==> config.mk <==
export PLATFORM = sky130hd
export DESIGN_NAME = rtc_bus_ctrl_flat
export DESIGN_NICKNAME = d
export VERILOG_FILES = /design/src/rtl/rtc_bus_ctrl_if.sv /design/src/rtl/rtc_bus_ctrl.sv /design/src/flat_wrapper.sv
export SDC_FILE = /design/constraint.sdc
export NUM_CORES = 1
export LEC_CHECK = 0
export BUFFER_PORTS_ARGS = -buffer_cell sky130_fd_sc_hd__buf_2
export CORE_MARGIN = 1
export CORE_UTILIZATION = 45
export CTS_BUF_LIST = sky130_fd_sc_hd__clkbuf_2
export DETAILED_ROUTE_END_ITERATION = 6
export MAX_ROUTING_LAYER = met4
export PLACE_DENSITY = 0.68
export SETUP_SLACK_MARGIN = 0.15
export SYNTH_ARGS = -nofsm -noshare
export SYNTH_HDL_FRONTEND = slang
export SYNTH_SLANG_ARGS = --single-unit
==> constraint.sdc <==
create_clock -name clk_100MHz -period 4.1 [get_ports clk_100MHz]
set_input_delay 0.41 -clock clk_100MHz [delete_from_list [all_inputs] [get_ports clk_100MHz]]
set_output_delay 0.41 -clock clk_100MHz [all_outputs]
set_load 0.1 [all_outputs]
==> src/rtl/rtc_bus_ctrl_if.sv <==
// Request/response handshake between the RTC control FSM (master) and the
// multiplexed-bus controller (slave).
interface rtc_bus_ctrl_if;
    logic       req;
    logic       wr;
    logic [7:0] addr;
    logic [7:0] wdata;
    logic       busy;
    logic       done;
    logic [7:0] rd_data;

    modport master (
        output req, wr, addr, wdata,
        input  busy, done, rd_data
    );

    modport slave (
        input  req, wr, addr, wdata,
        output busy, done, rd_data
    );
endinterface

==> src/rtl/rtc_bus_ctrl.sv <==
// Strobe sequencer for the RTC chip's multiplexed address/data port: address phase
// (A_D low, write strobe) followed by a data phase (A_D high, read or write strobe).
module rtc_bus_ctrl #(
    parameter int unsigned T_SET = 2,
    parameter int unsigned T_STB = 10
) (
    input  logic          clk_100MHz,
    input  logic          rst_n,
    rtc_bus_ctrl_if.slave host,
    input  logic [7:0]    ADin,
    output logic [7:0]    ADout,
    output logic          ad_oe,
    output logic          C_S,
    output logic          R_D,
    output logic          W_R,
    output logic          A_D
);

    typedef enum logic [2:0] {
        StIdle, StAdrSet, StAdrStb, StAdrHld, StGap, StDatStb, StDatHld, StDone
    } state_e;

    localparam logic [7:0] SetLen = 8'(T_SET - 1);
    localparam logic [7:0] StbLen = 8'(T_STB - 1);

    state_e     state_q, state_d;
    logic [7:0] cnt_q, cnt_d;
    logic       wr_q, wr_d;
    logic [7:0] addr_q, addr_d;
    logic [7:0] wdata_q, wdata_d;

    logic       c_s_d, r_d_d, w_r_d, a_d_d, ad_oe_d, busy_d, done_d;
    logic [7:0] ad_out_d, rd_data_d;
    logic       busy_q, done_q;
    logic [7:0] rd_data_q;

    assign host.busy    = busy_q;
    assign host.done    = done_q;
    assign host.rd_data = rd_data_q;

    // State register; pin outputs are registered from the next-state decode.
    always_ff @(posedge clk_100MHz or negedge rst_n) begin
        if (!rst_n) begin
            state_q   <= StIdle;
            cnt_q     <= 8'h00;
            wr_q      <= 1'b0;
            addr_q    <= 8'h00;
            wdata_q   <= 8'h00;
            C_S       <= 1'b1;
            R_D       <= 1'b1;
            W_R       <= 1'b1;
            A_D       <= 1'b1;
            ad_oe     <= 1'b0;
            ADout     <= 8'h00;
            busy_q    <= 1'b0;
            done_q    <= 1'b0;
            rd_data_q <= 8'h00;
        end else begin
            state_q   <= state_d;
            cnt_q     <= cnt_d;
            wr_q      <= wr_d;
            addr_q    <= addr_d;
            wdata_q   <= wdata_d;
            C_S       <= c_s_d;
            R_D       <= r_d_d;
            W_R       <= w_r_d;
            A_D       <= a_d_d;
            ad_oe     <= ad_oe_d;
            ADout     <= ad_out_d;
            busy_q    <= busy_d;
            done_q    <= done_d;
            rd_data_q <= rd_data_d;
        end
    end

    always_comb begin
        state_d = state_q;
        wr_d    = wr_q;
        addr_d  = addr_q;
        wdata_d = wdata_q;
        unique case (state_q)
            StIdle: begin
                if (host.req) begin
                    state_d = StAdrSet;
                    wr_d    = host.wr;
                    addr_d  = host.addr;
                    wdata_d = host.wdata;
                end
            end
            StAdrSet: if (cnt_q == 8'h00) state_d = StAdrStb;
            StAdrStb: if (cnt_q == 8'h00) state_d = StAdrHld;
            StAdrHld: if (cnt_q == 8'h00) state_d = StGap;
            StGap:    if (cnt_q == 8'h00) state_d = StDatStb;
            StDatStb: if (cnt_q == 8'h00) state_d = StDatHld;
            StDatHld: if (cnt_q == 8'h00) state_d = StDone;
            StDone:   state_d = StIdle;
            default:  state_d = StIdle;
        endcase

        // Phase counter reloads on every state entry and otherwise counts down to 0.
        cnt_d = cnt_q;
        if (state_d != state_q) begin
            unique case (state_d)
                StAdrStb, StDatStb: cnt_d = StbLen;
                StIdle, StDone:     cnt_d = 8'h00;
                default:            cnt_d = SetLen;
            endcase
        end else if (cnt_q != 8'h00) begin
            cnt_d = cnt_q - 8'd1;
        end
    end

    always_comb begin
        c_s_d     = 1'b1;
        r_d_d     = 1'b1;
        w_r_d     = 1'b1;
        a_d_d     = 1'b1;
        ad_oe_d   = 1'b0;
        ad_out_d  = 8'h00;
        busy_d    = 1'b1;
        done_d    = 1'b0;
        rd_data_d = rd_data_q;
        unique case (state_d)
            StIdle: busy_d = 1'b0;
            StAdrSet, StAdrHld: begin
                a_d_d    = 1'b0;
                ad_oe_d  = 1'b1;
                ad_out_d = addr_d;
            end
            StAdrStb: begin
                a_d_d    = 1'b0;
                ad_oe_d  = 1'b1;
                ad_out_d = addr_d;
                c_s_d    = 1'b0;
                w_r_d    = 1'b0;
            end
            // For reads the pad is released here so the chip can drive the bus.
            StGap, StDatHld: begin
                ad_oe_d  = wr_d;
                ad_out_d = wr_d ? wdata_d : 8'h00;
            end
            StDatStb: begin
                ad_oe_d  = wr_d;
                ad_out_d = wr_d ? wdata_d : 8'h00;
                c_s_d    = 1'b0;
                w_r_d    = ~wr_d;
                r_d_d    = wr_d;
            end
            StDone: done_d = 1'b1;
            default: busy_d = 1'b0;
        endcase

        // Sample on the edge leaving the strobe, while R_D is still low.
        if (state_q == StDatStb && state_d != StDatStb && !wr_q) begin
            rd_data_d = ADin;
        end
    end

endmodule

==> src/flat_wrapper.sv <==
// flat-port wrapper written by rule: the top's interface ports become plain ports
module rtc_bus_ctrl_flat 
#(
    parameter int unsigned T_SET = 2,
    parameter int unsigned T_STB = 10
)
  (clk_100MHz, rst_n, ADin, ADout, ad_oe, C_S, R_D, W_R, A_D, host_req, host_wr, host_addr, host_wdata, host_busy, host_done, host_rd_data);
  rtc_bus_ctrl_if host_i ();
  input  logic clk_100MHz;
  input  logic rst_n;
  input  logic [7:0] ADin;
  output logic [7:0] ADout;
  output logic ad_oe;
  output logic C_S;
  output logic R_D;
  output logic W_R;
  output logic A_D;
  input wire logic [$bits(host_i.req)-1:0] host_req;
  input wire logic [$bits(host_i.wr)-1:0] host_wr;
  input wire logic [$bits(host_i.addr)-1:0] host_addr;
  input wire logic [$bits(host_i.wdata)-1:0] host_wdata;
  output wire logic [$bits(host_i.busy)-1:0] host_busy;
  output wire logic [$bits(host_i.done)-1:0] host_done;
  output wire logic [$bits(host_i.rd_data)-1:0] host_rd_data;
  assign host_i.req = host_req;
  assign host_i.wr = host_wr;
  assign host_i.addr = host_addr;
  assign host_i.wdata = host_wdata;
  assign host_busy = host_i.busy;
  assign host_done = host_i.done;
  assign host_rd_data = host_i.rd_data;
  rtc_bus_ctrl #(.T_SET(T_SET), .T_STB(T_STB)) u_core (.clk_100MHz(clk_100MHz), .rst_n(rst_n), .host(host_i), .ADin(ADin), .ADout(ADout), .ad_oe(ad_oe), .C_S(C_S), .R_D(R_D), .W_R(W_R), .A_D(A_D));
endmodule
Word level (Yosys, flattened, before mapping)

Index checks and enable logic that the tools add are counted.

Register bits: 51
Input port bits: 28
Word-level logic and storage cells: 70
Output and inout bits: 23

Multiplexer cells: 26
Add/subtract/negate cells: 1
Equality and inequality tests: 16
Bitwise operators: 1
Reduce and logical (&&, ||, !) cells: 12

Operator list:

| operator            | count |
|---|---|
| $mux 8              | 7 |
| $eq 3x3->1 const B  | 8 |
| $pmux 3 s8          | 1 |
| $mux 3              | 7 |
| $pmux 8 s2          | 1 |
| $eq 3x2->1 const B  | 4 |
| $logic_not 8->1     | 1 |
| $pmux 4 s2          | 1 |
| $reduce_bool 8->1   | 1 |
| $sub 8x1->8 const B | 1 |
| $mux 1              | 7 |
| $eq 3x1->1 const B  | 2 |
| $logic_not 3->1     | 2 |
| $reduce_or 3->1     | 2 |
| $pmux 1 s2          | 2 |
| $reduce_or 2->1     | 2 |
| $ne 3x3->1          | 1 |
| $ne 3x3->1 const B  | 1 |
| $logic_and 1x1->1   | 2 |
| $reduce_bool 2->1   | 1 |
| $logic_not 1->1     | 1 |
| $not 1->1           | 1 |

Depth between registers and ports, before layout

Gate-level depths: netlist of run 1.

Depth after elaboration: 7
Mapped depth: 7
Gate-level depth less buffers: 6

Worst setup path after synthesis of run 1

OpenSTA, ideal clock, no wires.

Path type: reg2reg
From: reg u_core.cnt_q[0]
To: reg u_core.rd_data_q[0], in the netlist u_core.host.rd_data[0]
Arrival time: 1910 ps
Path buffers: 1
Stages on the path, launching flop included: 8
Required time: 3974 ps
Slack: 2064 ps
Setup time: 126 ps
Period minus slack after synthesis: 2036 ps
Cell sequence: dfrtp_1 -> inv_1 -> ha_1 -> or3b_2 -> buf_2 -> nor2_8 -> nand4_4 -> mux2_2

Cells in the longest elaborated chain, start to end: 6
Elaborated cells between the ends (all ways): 11
Those cells by class: eq/ne (1); mux (7); reduce/logical (3)

RTL lines:

| what                                | RTL line            | RTL |
|---|---|---|
| start, declared                     | rtc_bus_ctrl.sv:27  | `logic [7:0] cnt_q, cnt_d;` |
| start signal, assigned              | rtc_bus_ctrl.sv:60  | `cnt_q <= cnt_d;` |
| $logic_not 8->1 (*)                 | -                   |  |
| $mux 3 (tied with other cells)      | rtc_bus_ctrl.sv:95  | `StDatHld: if (cnt_q == 8'h00) state_d = StDone;` |
| $pmux 3 s8 (*)                      | rtc_bus_ctrl.sv:81  | `unique case (state_q)` |
| $ne 3x3->1 (*)                      | rtc_bus_ctrl.sv:154 | `if (state_q == StDatStb && state_d != StDatStb && !wr_q) begin` |
| $logic_and 1x1->1 (*) (2 in series) | rtc_bus_ctrl.sv:154 |  |
| end signal, assigned                | rtc_bus_ctrl.sv:72  | `rd_data_q <= rd_data_d;` |
| end, declared                       | rtc_bus_ctrl.sv:35  | `logic [7:0] rd_data_q;` |

Every way passes the cells marked *; elsewhere a longest branch is shown, timed or not.
A chain may end at the register's enable or synchronous reset.

Final worst setup path of run 1

From: reg u_core.cnt_q[0]
To: reg u_core.W_R

Cells in the longest elaborated chain, start to end: 5
Elaborated cells between the ends (all ways): 11
Those cells by class: eq/ne (2); mux (8); reduce/logical (1)

RTL lines:

| what                                     | RTL line            | RTL |
|---|---|---|
| $logic_not 8->1 (*)                      | -                   |  |
| $mux 3 (tied with other cells)           | rtc_bus_ctrl.sv:95  |  |
| $pmux 3 s8 (*)                           | rtc_bus_ctrl.sv:81  |  |
| $eq 3x3->1 or $eq 3x2->1 (tied branches) | rtc_bus_ctrl.sv:123 | `unique case (state_d)` |
| $pmux 1 s2 (*)                           | rtc_bus_ctrl.sv:123 |  |
| named net u_core.w_r_d                   | rtc_bus_ctrl.sv:32  | `logic c_s_d, r_d_d, w_r_d, a_d_d, ad_oe_d, busy_d, done_d;` |
| end signal, assigned                     | rtc_bus_ctrl.sv:66  | `W_R <= w_r_d;` |
| end, declared                            | rtc_bus_ctrl.sv:15  | `output logic W_R,` |

Mark *: on every way through the listed nets, which the timed path passes. The rest lies on a longest branch.

==> flow_metrics.tcl, run 1 <==
set metrics [dict create \
    required_ns 4.46 \
    viasPerCell 5.43 \
    synth_cell_types 48 \
    num_rows 25 \
    antenna_found_initial 0 \
    maxSlewHeadroom 0.475 \
    powerDensity_nw_per_um2 873 \
    die_y_um 74.4 \
    setup_viol 0 \
    power_frac_comb 0.549 \
    worst_path_max_delay_cell "nor3b_1" \
    grt_overflow 0 \
    vdd_drop_max_uv 440 \
    grt_use_met1 0.257 \
    core_area_um2 4880 \
    timing.clock.skew_ns 0.0301 \
    seq_area_um2 1280 \
    clk_pin_slew_ns 0.25 \
    grt_pass1_vias 1653 \
    path_max_fanout 17 \
    multi_input_area_um2 1020 \
    critPathBufInv 1 \
    antennaDiodeCount 0 \
    seq_area_frac_synth 0.544 \
    dieArea_um2 5530 \
    tritoncts "done" \
    drc 0 \
    r2r-end "u_core.W_R$_DFF_PN1_" \
    root_buffer "clkbuf_2" \
    cts_buffer_depth 2 \
    final_common_cell "buf_2" \
    period_share 0.584 \
    num_vias 1704 \
    drv_slew 0 \
    synthArstFlopShare 1.00 \
    finalInstanceArea_um2 2710 \
    start_util 0.483 \
    dpl_cell_area_um2 2670 \
    grt_pass1_wl_um 7850 \
    start_kind "flop" \
    ys_ff_latch 51 \
    drt_iter0_drc 162 \
    grt_usage 0.196 \
    ioPinCount 51 \
    p_sw_frac 0.527 \
    status "finished clean" \
    fin_nets 275 \
    cts_made_buffers 5 \
    first_pass_iters 4 \
    end_kind "flop" \
    postSynthCellCount 198 \
    cts_resized 0 \
    busiest_layer "met2" \
    wl_per_cell_um 14.8 \
    most-common-layout-cells "50 x buf_2, 47 x dfrtp_1, 25 x mux2_2, 17 x o211ai_1" \
    cp.arrival_ns 2.76 \
    synth_area_um2 2360 \
    area_growth_pct 15.0 \
    post-cts-setup-buffers 0 \
    tightestPinTransition_ns 0.788 \
    fin_tns_setup_ns 0 \
    timing.rr.start "u_core.cnt_q[0]$_DFFE_PN0P_" \
    num-fill-cells 457 \
    fmax_mhz 418 \
    synth_ff_type "dfrtp_1" \
    dp_hpwl_um 3170 \
    clock_power_share 0.083 \
    ff2ff_path_depth 6 \
    rsz0062_at_grt "false" \
    worstSetupPathType "flop to flop" \
    leakage_nw 1.22 \
    switchingPower_mw 1.25 \
    gp_congestion 0.832 \
    grt_util_met2 0.307 \
    max_cap_viol_count 0 \
    cts.htree.levels 2 \
    grt_max_degree 52 \
    synth-edff-count 0 \
    wirelength_um 4640 \
    yosys_warnings 0 \
    use_met3 0.0407 \
    clk_latency_ns 0.44 \
    period_needed_ns 2.39 \
    ant_nets 0 \
    hp-class "input port to asynchronous set/reset pin" \
    timing.final.hold_violations 0 \
    synth.net_count 227 \
    drive_above_1_share 0.405 \
    die_w_um 74.4 \
    portBuffers 50 \
    path_delay_family "simple AND/OR/NAND/NOR gates" \
    synth.avg_cell_area_um2 11.9 \
    cts.sinks 51 \
    cts-hold-fix-buffers 0 \
    worstPathCellList "inv_1, ha_1, nor3b_1, nand2_2, o41ai_1, a21oi_1" \
    regToRegSetupSlack_ns 1.71 \
    max_stage_delay_ns 0.59 \
    p_int_mw 1.12 \
    seq_power_share 0.368 \
]
## area by class of cell
type	instances	share of cell area
Clock buffer	5	0.00923
Clock inverter	3	0.00739
Inverter	3	0.00416
Multi-Input combinational cell	132	0.375
Sequential cell	51	0.473
Tap cell	67	0.0309
Timing Repair Buffer	53	0.101
## state kept, by name, summed over array words and instances, names as in the netlist
signal,count
u_core.C_S,1
u_core.host.done,1
u_core.R_D,1
u_core.wdata_q,8
u_core.state_q,3
u_core.cnt_q,8
u_core.wr_q,1
u_core.A_D,1
u_core.host.busy,1
u_core.addr_q,8
u_core.ADout,8
u_core.host.rd_data,8
u_core.W_R,1
u_core.ad_oe,1
## worst max-delay path by stage
stage | start | endpoint | cells after the start
finish | u_core.cnt_q[0]$_DFFE_PN0P_ | u_core.W_R$_DFF_PN1_ | 6
detailed placement | u_core.cnt_q[0]$_DFFE_PN0P_ | u_core.W_R$_DFF_PN1_ | 6
global route | u_core.cnt_q[0]$_DFFE_PN0P_ | u_core.W_R$_DFF_PN1_ | 6
floorplan | u_core.cnt_q[0]$_DFFE_PN0P_ | u_core.host.rd_data[0]$_DFFE_PN0P_ | 7
CTS | u_core.cnt_q[0]$_DFFE_PN0P_ | u_core.W_R$_DFF_PN1_ | 6
global placement | u_core.cnt_q[0]$_DFFE_PN0P_ | u_core.ADout[6]$_DFF_PN0_ | 6
## Yosys cell counts, drive strengths merged (2+ instances only)
cell	n	area [um2]
dfrtp	47	1180
nand2b	2	12.5
mux2	25	282
or2	2	12.5
a211oi	3	22.5
mux2i	2	20.0
and3	3	18.8
buf	6	31.3
xnor2	4	35.0
clkbuf	6	22.5
or4	2	15.0
nor2	14	68.8
a22oi	2	15.0
a21oi	7	35.0
inv	3	11.3
o21ai	3	15.0
nand2	14	55.1
o211ai	17	128
nor4	5	52.6
nor3	6	30.0
dfstp	4	105
## stage by stage
| step | std cells | hold slack, ns | worst slack, ns | utilization | total power, mW |
|---|---|---|---|---|---|
| floorplan | 198 | 0.114 | 2.06 | - | 1.95 |
| global placement | 306 | 0.483 | 1.88 | 0.546 | 2.16 |
| detailed placement | 306 | 0.485 | 1.79 | 0.546 | 2.19 |
| CTS | 314 | 0.0256 | 1.74 | 0.555 | 2.39 |
| global route | 314 | 0.0640 | 1.55 | 0.555 | 2.53 |
| finish | 314 | 0.0353 | 1.71 | 0.555 | 2.37 |
## logic make-up after synthesis
family	after synthesis	share of synthesized area
compound gates	42	0.129
buf+inv	15	0.0276
mux	27	0.128
simple gates	58	0.151
fa+ha+maj	1	0.00531
xor+xnor	4	0.0149
flops	51	0.544
## power by group through the flow
stage | Sequential (mW) | Clock (mW) | Combinational, mW
floorplan | 1.31 | 0 | 0.642
global placement | 0.877 | 0 | 1.28
detailed placement | 0.879 | 0 | 1.31
CTS | 0.869 | 0.209 | 1.31
global route | 0.900 | 0.227 | 1.40
finish | 0.871 | 0.197 | 1.30
## metal layers
metal  up-vias  share of wire
met1       827           0.47
met5         -              0
met2        49           0.48
met4         0          0.012
li1        821              -
met3         7          0.042
No activity file was read; power rests on OpenSTA's default activity.
==> run 2: changes to the inputs <==
clock period = 2.4 ns   (was 4.1 ns; I/O delays follow)
==> run 2 against run 1 <==
  * Register-to-register slack worse by 1.4 ns
  * Critical path depth decreased by 2
  * Clock skew shrank 0.0073 ns
  * Clock power up 130%
  * Hold slack better by 0.0043 ns
  * Flip-flop and latch count unchanged
  * Highest routed layer unchanged
==> flow_metrics.tcl, run 2 (same netlist as run 1, synthesis figures left out) <==
set metrics [dict create \
    status "finished clean" \
    powerDensity_nw_per_um2 1420 \
    cts.htree.levels 2 \
    ant_nets 0 \
    leakage_nw 1.36 \
    finalInstanceArea_um2 2990 \
    end_kind "flop" \
    fin_tns_setup_ns 0 \
    grt_overflow 0 \
    wirelength_um 4840 \
    drive_above_1_share 0.387 \
    ioPinCount 51 \
    grt_usage 0.199 \
    required_ns 2.75 \
    path_delay_family "simple AND/OR/NAND/NOR gates" \
    grt_pass1_wl_um 7940 \
    regToRegSetupSlack_ns 0.30 \
    clk_pin_slew_ns 0.26 \
    r2r-end "u_core.ADout[7]$_DFF_PN0_" \
    critPathBufInv 0 \
    max_stage_delay_ns 0.79 \
    setup_viol 0 \
    drc 0 \
    start_util 0.483 \
    timing.rr.start "u_core.cnt_q[4]$_DFFE_PN0P_" \
    gp_congestion 0.872 \
    num_rows 25 \
    fin_hold_ws_ns 0.0397 \
    p_int_mw 2.10 \
    tritoncts "done" \
    min_from "host_wdata[4]" \
    p_sw_frac 0.505 \
    viasPerCell 5.24 \
    die_w_um 74.4 \
    antennaDiodeCount 0 \
    maxSlewHeadroom 0.580 \
    first_pass_iters 4 \
    fin_nets 302 \
    dpl_cell_area_um2 2710 \
    root_buffer "clkbuf_2" \
    vdd_drop_max_uv 952 \
    portBuffers 50 \
    grt_pass1_vias 1649 \
    start_kind "flop" \
    cp.arrival_ns 2.44 \
    path_max_fanout 8 \
    antenna_found_initial 0 \
    power_frac_comb 0.566 \
    hp-class "input port to flop" \
    wl_per_cell_um 14.2 \
    die_y_um 74.4 \
    timing.final.hold_violations 0 \
    worstSetupPathType "flop to flop" \
    timing.clock.skew_ns 0.0227 \
    num_vias 1786 \
    clk_latency_ns 0.44 \
    clock_power_share 0.108 \
    hold_depth 2 \
    utilization 0.613 \
    cts_made_buffers 5 \
    drv_slew 0 \
    final_common_cell "buf_2" \
    cts_buffer_depth 2 \
    dieArea_um2 5530 \
    drt_iter0_drc 116 \
    fmax_mhz 477 \
    dp_hpwl_um 3070 \
    most-common-layout-cells "50 x buf_2, 47 x dfrtp_1, 25 x mux2_2, 21 x dlygate4sd3_1, 17 x o211ai_1" \
    switchingPower_mw 2.14 \
    rsz0062_at_grt "false" \
    period_share 0.873 \
    max_cap_viol_count 0 \
    tightestPinTransition_ns 0.627 \
    worstPathCellList "or4_1, o211a_1, o211ai_1, nand2_1" \
    whs_endpoint "u_core.wdata_q[4]$_DFF_PN0_" \
    grt_max_degree 52 \
    area_growth_pct 27.0 \
    period_needed_ns 2.10 \
    ff2ff_path_depth 4 \
    worst_path_max_delay_cell "or4_1" \
    core_area_um2 4880 \
    post-cts-setup-buffers 0 \
    cts.sinks 51 \
    seq_power_share 0.326 \
]
-- run 2: stage by stage --
step | cells | power, mW | setup WS [ns]
after floorplan | 198 | 3.33 | 0.364
after global placement | 312 | 3.75 | 0.259
after detailed placement | 312 | 3.77 | 0.222
after CTS | 329 | 4.24 | 0.195
after global routing | 341 | 4.52 | 0.213
final | 341 | 4.24 | 0.304
-- run 2: layout make-up --
type | count | area (um2)
Multi-Input combinational cell | 132 | 1020
Timing Repair Buffer | 80 | 528
Clock buffer | 5 | 25.0
Fill cell | 408 | 1890
Inverter | 3 | 11.3
Tap cell | 67 | 83.8
Sequential cell | 51 | 1280
Clock inverter | 3 | 42.5
-- run 2: power by group through the flow --
stage	logic, mW	clock network [mW]	registers, mW
global route	2.59	0.500	1.43
global placement	2.35	0	1.40
CTS	2.38	0.469	1.38
floorplan	1.10	0	2.23
finish	2.40	0.456	1.38
detailed placement	2.37	0	1.40
-- run 2: how the worst max path moves through the flow --
stage	from	endpoint	slack (ns)	depth (start not counted)
6_report	u_core.cnt_q[4]$_DFFE_PN0P_	u_core.ADout[7]$_DFF_PN0_	0.30	4
5_1_grt	u_core.cnt_q[4]$_DFFE_PN0P_	u_core.ADout[3]$_DFF_PN0_	0.21	4
4_1_cts	u_core.cnt_q[0]$_DFFE_PN0P_	u_core.cnt_q[1]$_DFFE_PN0P_	0.19	6
3_5_place_dp	u_core.cnt_q[0]$_DFFE_PN0P_	u_core.host.rd_data[4]$_DFFE_PN0P_	0.22	6
3_3_place_gp	u_core.cnt_q[0]$_DFFE_PN0P_	u_core.cnt_q[1]$_DFFE_PN0P_	0.26	6
2_1_floorplan	u_core.cnt_q[0]$_DFFE_PN0P_	u_core.host.rd_data[0]$_DFFE_PN0P_	0.36	7
-- run 2: layer usage --
metal  share of wire  global-route usage  up-vias  wire length [um]
met5               0                   -        -                 0
met4           0.010              0.0566        0                49
met3           0.043              0.0461        5               207
met2            0.48               0.287       51              2320
met1            0.47               0.281      856              2270
li1                -                   -      874                 -
-- run 2: repair_timing --
action / in CTS / in global routing
resized for setup: 0 / 3
endpoints found under the hold margin: 55 / 12
endpoints found under the setup margin: 0 / 17
hold buffers: 9 / 12
==> run 3: changes to the inputs <==
CORE_MARGIN = 2   (was 1)
==> run 3 against run 2 <==
  * Clock skew decreased by 0.0026 ns
  * Sequential share of layout area increased by 0.45 points
  * Register-to-register slack barely moved
  * Fmax about the same
  * Via count up 2.0%
  * Routed wire length grew 2.9%
  * First-iteration DRC count down 1.7%
  * Core utilization decreased by 3.0 points
  * Critical endpoint unchanged
  * Largest power group unchanged
==> flow_metrics.tcl, run 3 (same netlist as run 1, synthesis figures left out) <==
set metrics [dict create \
    hp-class "input port to flop" \
    dpl_cell_area_um2 2720 \
    die_w_um 76.4 \
    powerDensity_nw_per_um2 1390 \
    timing.clock.skew_ns 0.0201 \
    fin_hold_ws_ns 0.0467 \
    antennaDiodeCount 0 \
    grt_use_met1 0.230 \
    cts_made_buffers 5 \
    grt_pass1_wl_um 8090 \
    ff2ff_path_depth 4 \
    cts.sinks 51 \
    drive_above_1_share 0.392 \
    required_ns 2.72 \
    grt_usage 0.177 \
    maxSlewHeadroom 0.600 \
    r2r-end "u_core.ADout[7]$_DFF_PN0_" \
    timing.rr.start "u_core.cnt_q[4]$_DFFE_PN0P_" \
    ant_nets 0 \
    whs_endpoint "u_core.wdata_q[6]$_DFF_PN0_" \
    clk_pin_slew_ns 0.25 \
    die_y_um 76.4 \
    antenna_found_initial 0 \
    cts.htree.levels 2 \
    root_buffer "clkbuf_2" \
    regToRegSetupSlack_ns 0.30 \
    fin_tns_setup_ns 0 \
    leakage_nw 1.34 \
    worstSetupPathType "flop to flop" \
    num_rows 26 \
    fin_nets 301 \
    start_util 0.464 \
    viasPerCell 5.31 \
    busiest_layer "met2" \
    finalInstanceArea_um2 2960 \
    num_vias 1821 \
    dieArea_um2 5830 \
    tightestPinTransition_ns 0.600 \
    period_share 0.874 \
    end_kind "flop" \
    grt_pass1_vias 1741 \
    hold_depth 2 \
    most-common-layout-cells "50 x buf_2, 47 x dfrtp_1, 25 x mux2_2, 19 x dlygate4sd3_1, 17 x o211ai_1" \
    setup_viol 0 \
    cp.arrival_ns 2.42 \
    drv_slew 0 \
    dp_hpwl_um 3250 \
    num-fill-cells 445 \
    min_from "host_wdata[6]" \
    vdd_drop_max_uv 924 \
    core_area_um2 5070 \
    max_cap_viol_count 0 \
    fmax_mhz 477 \
    wl_per_cell_um 14.5 \
    grt_util_met2 0.282 \
    portBuffers 50 \
    drc 0 \
    final_common_cell "buf_2" \
    grt_overflow 0 \
    clk_latency_ns 0.42 \
    period_needed_ns 2.10 \
    tritoncts "done" \
    wirelength_um 4980 \
    path_max_fanout 8 \
    timing.final.hold_violations 0 \
    grt_max_degree 28 \
    start_kind "flop" \
    ioPinCount 51 \
    rsz0062_at_grt "false" \
    use_met3 0.0308 \
    place_inst 316 \
    instances_no_fill 343 \
    drt_iter0_drc 114 \
    cts_buffer_depth 2 \
    status "finished clean" \
    gp_congestion 0.813 \
    first_pass_iters 4 \
    area_growth_pct 25.7 \
    power_mw 4.13 \
]
run 3: power breakdown:
| part | internal (mW) | leakage, nW | switching (mW) |
|---|---|---|---|
| sequential | 1.22 | 0.606 | 0.197 |
| combinational | 0.705 | 0.705 | 1.68 |
| clock | 0.0701 | 0.0266 | 0.266 |
| total | 1.99 | 1.34 | 2.14 |
run 3: critical path: stages, from the launching register on:
cell and delay, ns:
dfrtp_1 0.49, or4_1 0.79, o211a_1 0.43, o211ai_1 0.22, nand2_1 0.09
run 3: how the worst max path moves through the flow:
| stage | startpoint | endpoint | slack (ns) | depth (start not counted) |
|---|---|---|---|---|
| final | u_core.cnt_q[4]$_DFFE_PN0P_ | u_core.ADout[7]$_DFF_PN0_ | 0.30 | 4 |
| after global routing | u_core.state_q[1]$_DFF_PN0_ | u_core.ADout[7]$_DFF_PN0_ | 0.17 | 5 |
| after CTS | u_core.cnt_q[0]$_DFFE_PN0P_ | u_core.host.rd_data[6]$_DFFE_PN0P_ | 0.17 | 6 |
| after detailed placement | u_core.cnt_q[0]$_DFFE_PN0P_ | u_core.cnt_q[1]$_DFFE_PN0P_ | 0.16 | 6 |
| after global placement | u_core.cnt_q[0]$_DFFE_PN0P_ | u_core.cnt_q[1]$_DFFE_PN0P_ | 0.24 | 6 |
| after floorplan | u_core.cnt_q[0]$_DFFE_PN0P_ | u_core.host.rd_data[0]$_DFFE_PN0P_ | 0.36 | 7 |
run 3: per-stage QoR:
step,setup WS [ns],utilization
floorplan,0.364,-
finish,0.303,0.583
CTS,0.166,0.547
global placement,0.239,0.536
detailed placement,0.158,0.536
global route,0.167,0.583
run 3: layout make-up:
class / instances / area, um2 / area share
Clock buffer: 5 / 25.0 / 0.00845
Sequential cell: 51 / 1280 / 0.433
Tap cell: 70 / 87.6 / 0.0296
Timing Repair Buffer: 79 / 515 / 0.174
Multi-Input combinational cell: 132 / 1020 / 0.344
Inverter: 3 / 11.3 / 0.00380
Clock inverter: 3 / 20.0 / 0.00676
run 3: what timing repair did:
item,in CTS,in global routing
setup buffers,0,0
hold buffers,1,18
hold endpoints to repair,23,18
endpoints found under the setup margin,4,19
resized for setup,1,1
run 3: per-layer routing:
layer | wire (um) | up-vias
met5 | 0 | -
met4 | 46 | 0
met3 | 211 | 5
met2 | 2510 | 54
met1 | 2210 | 890
li1 | - | 872
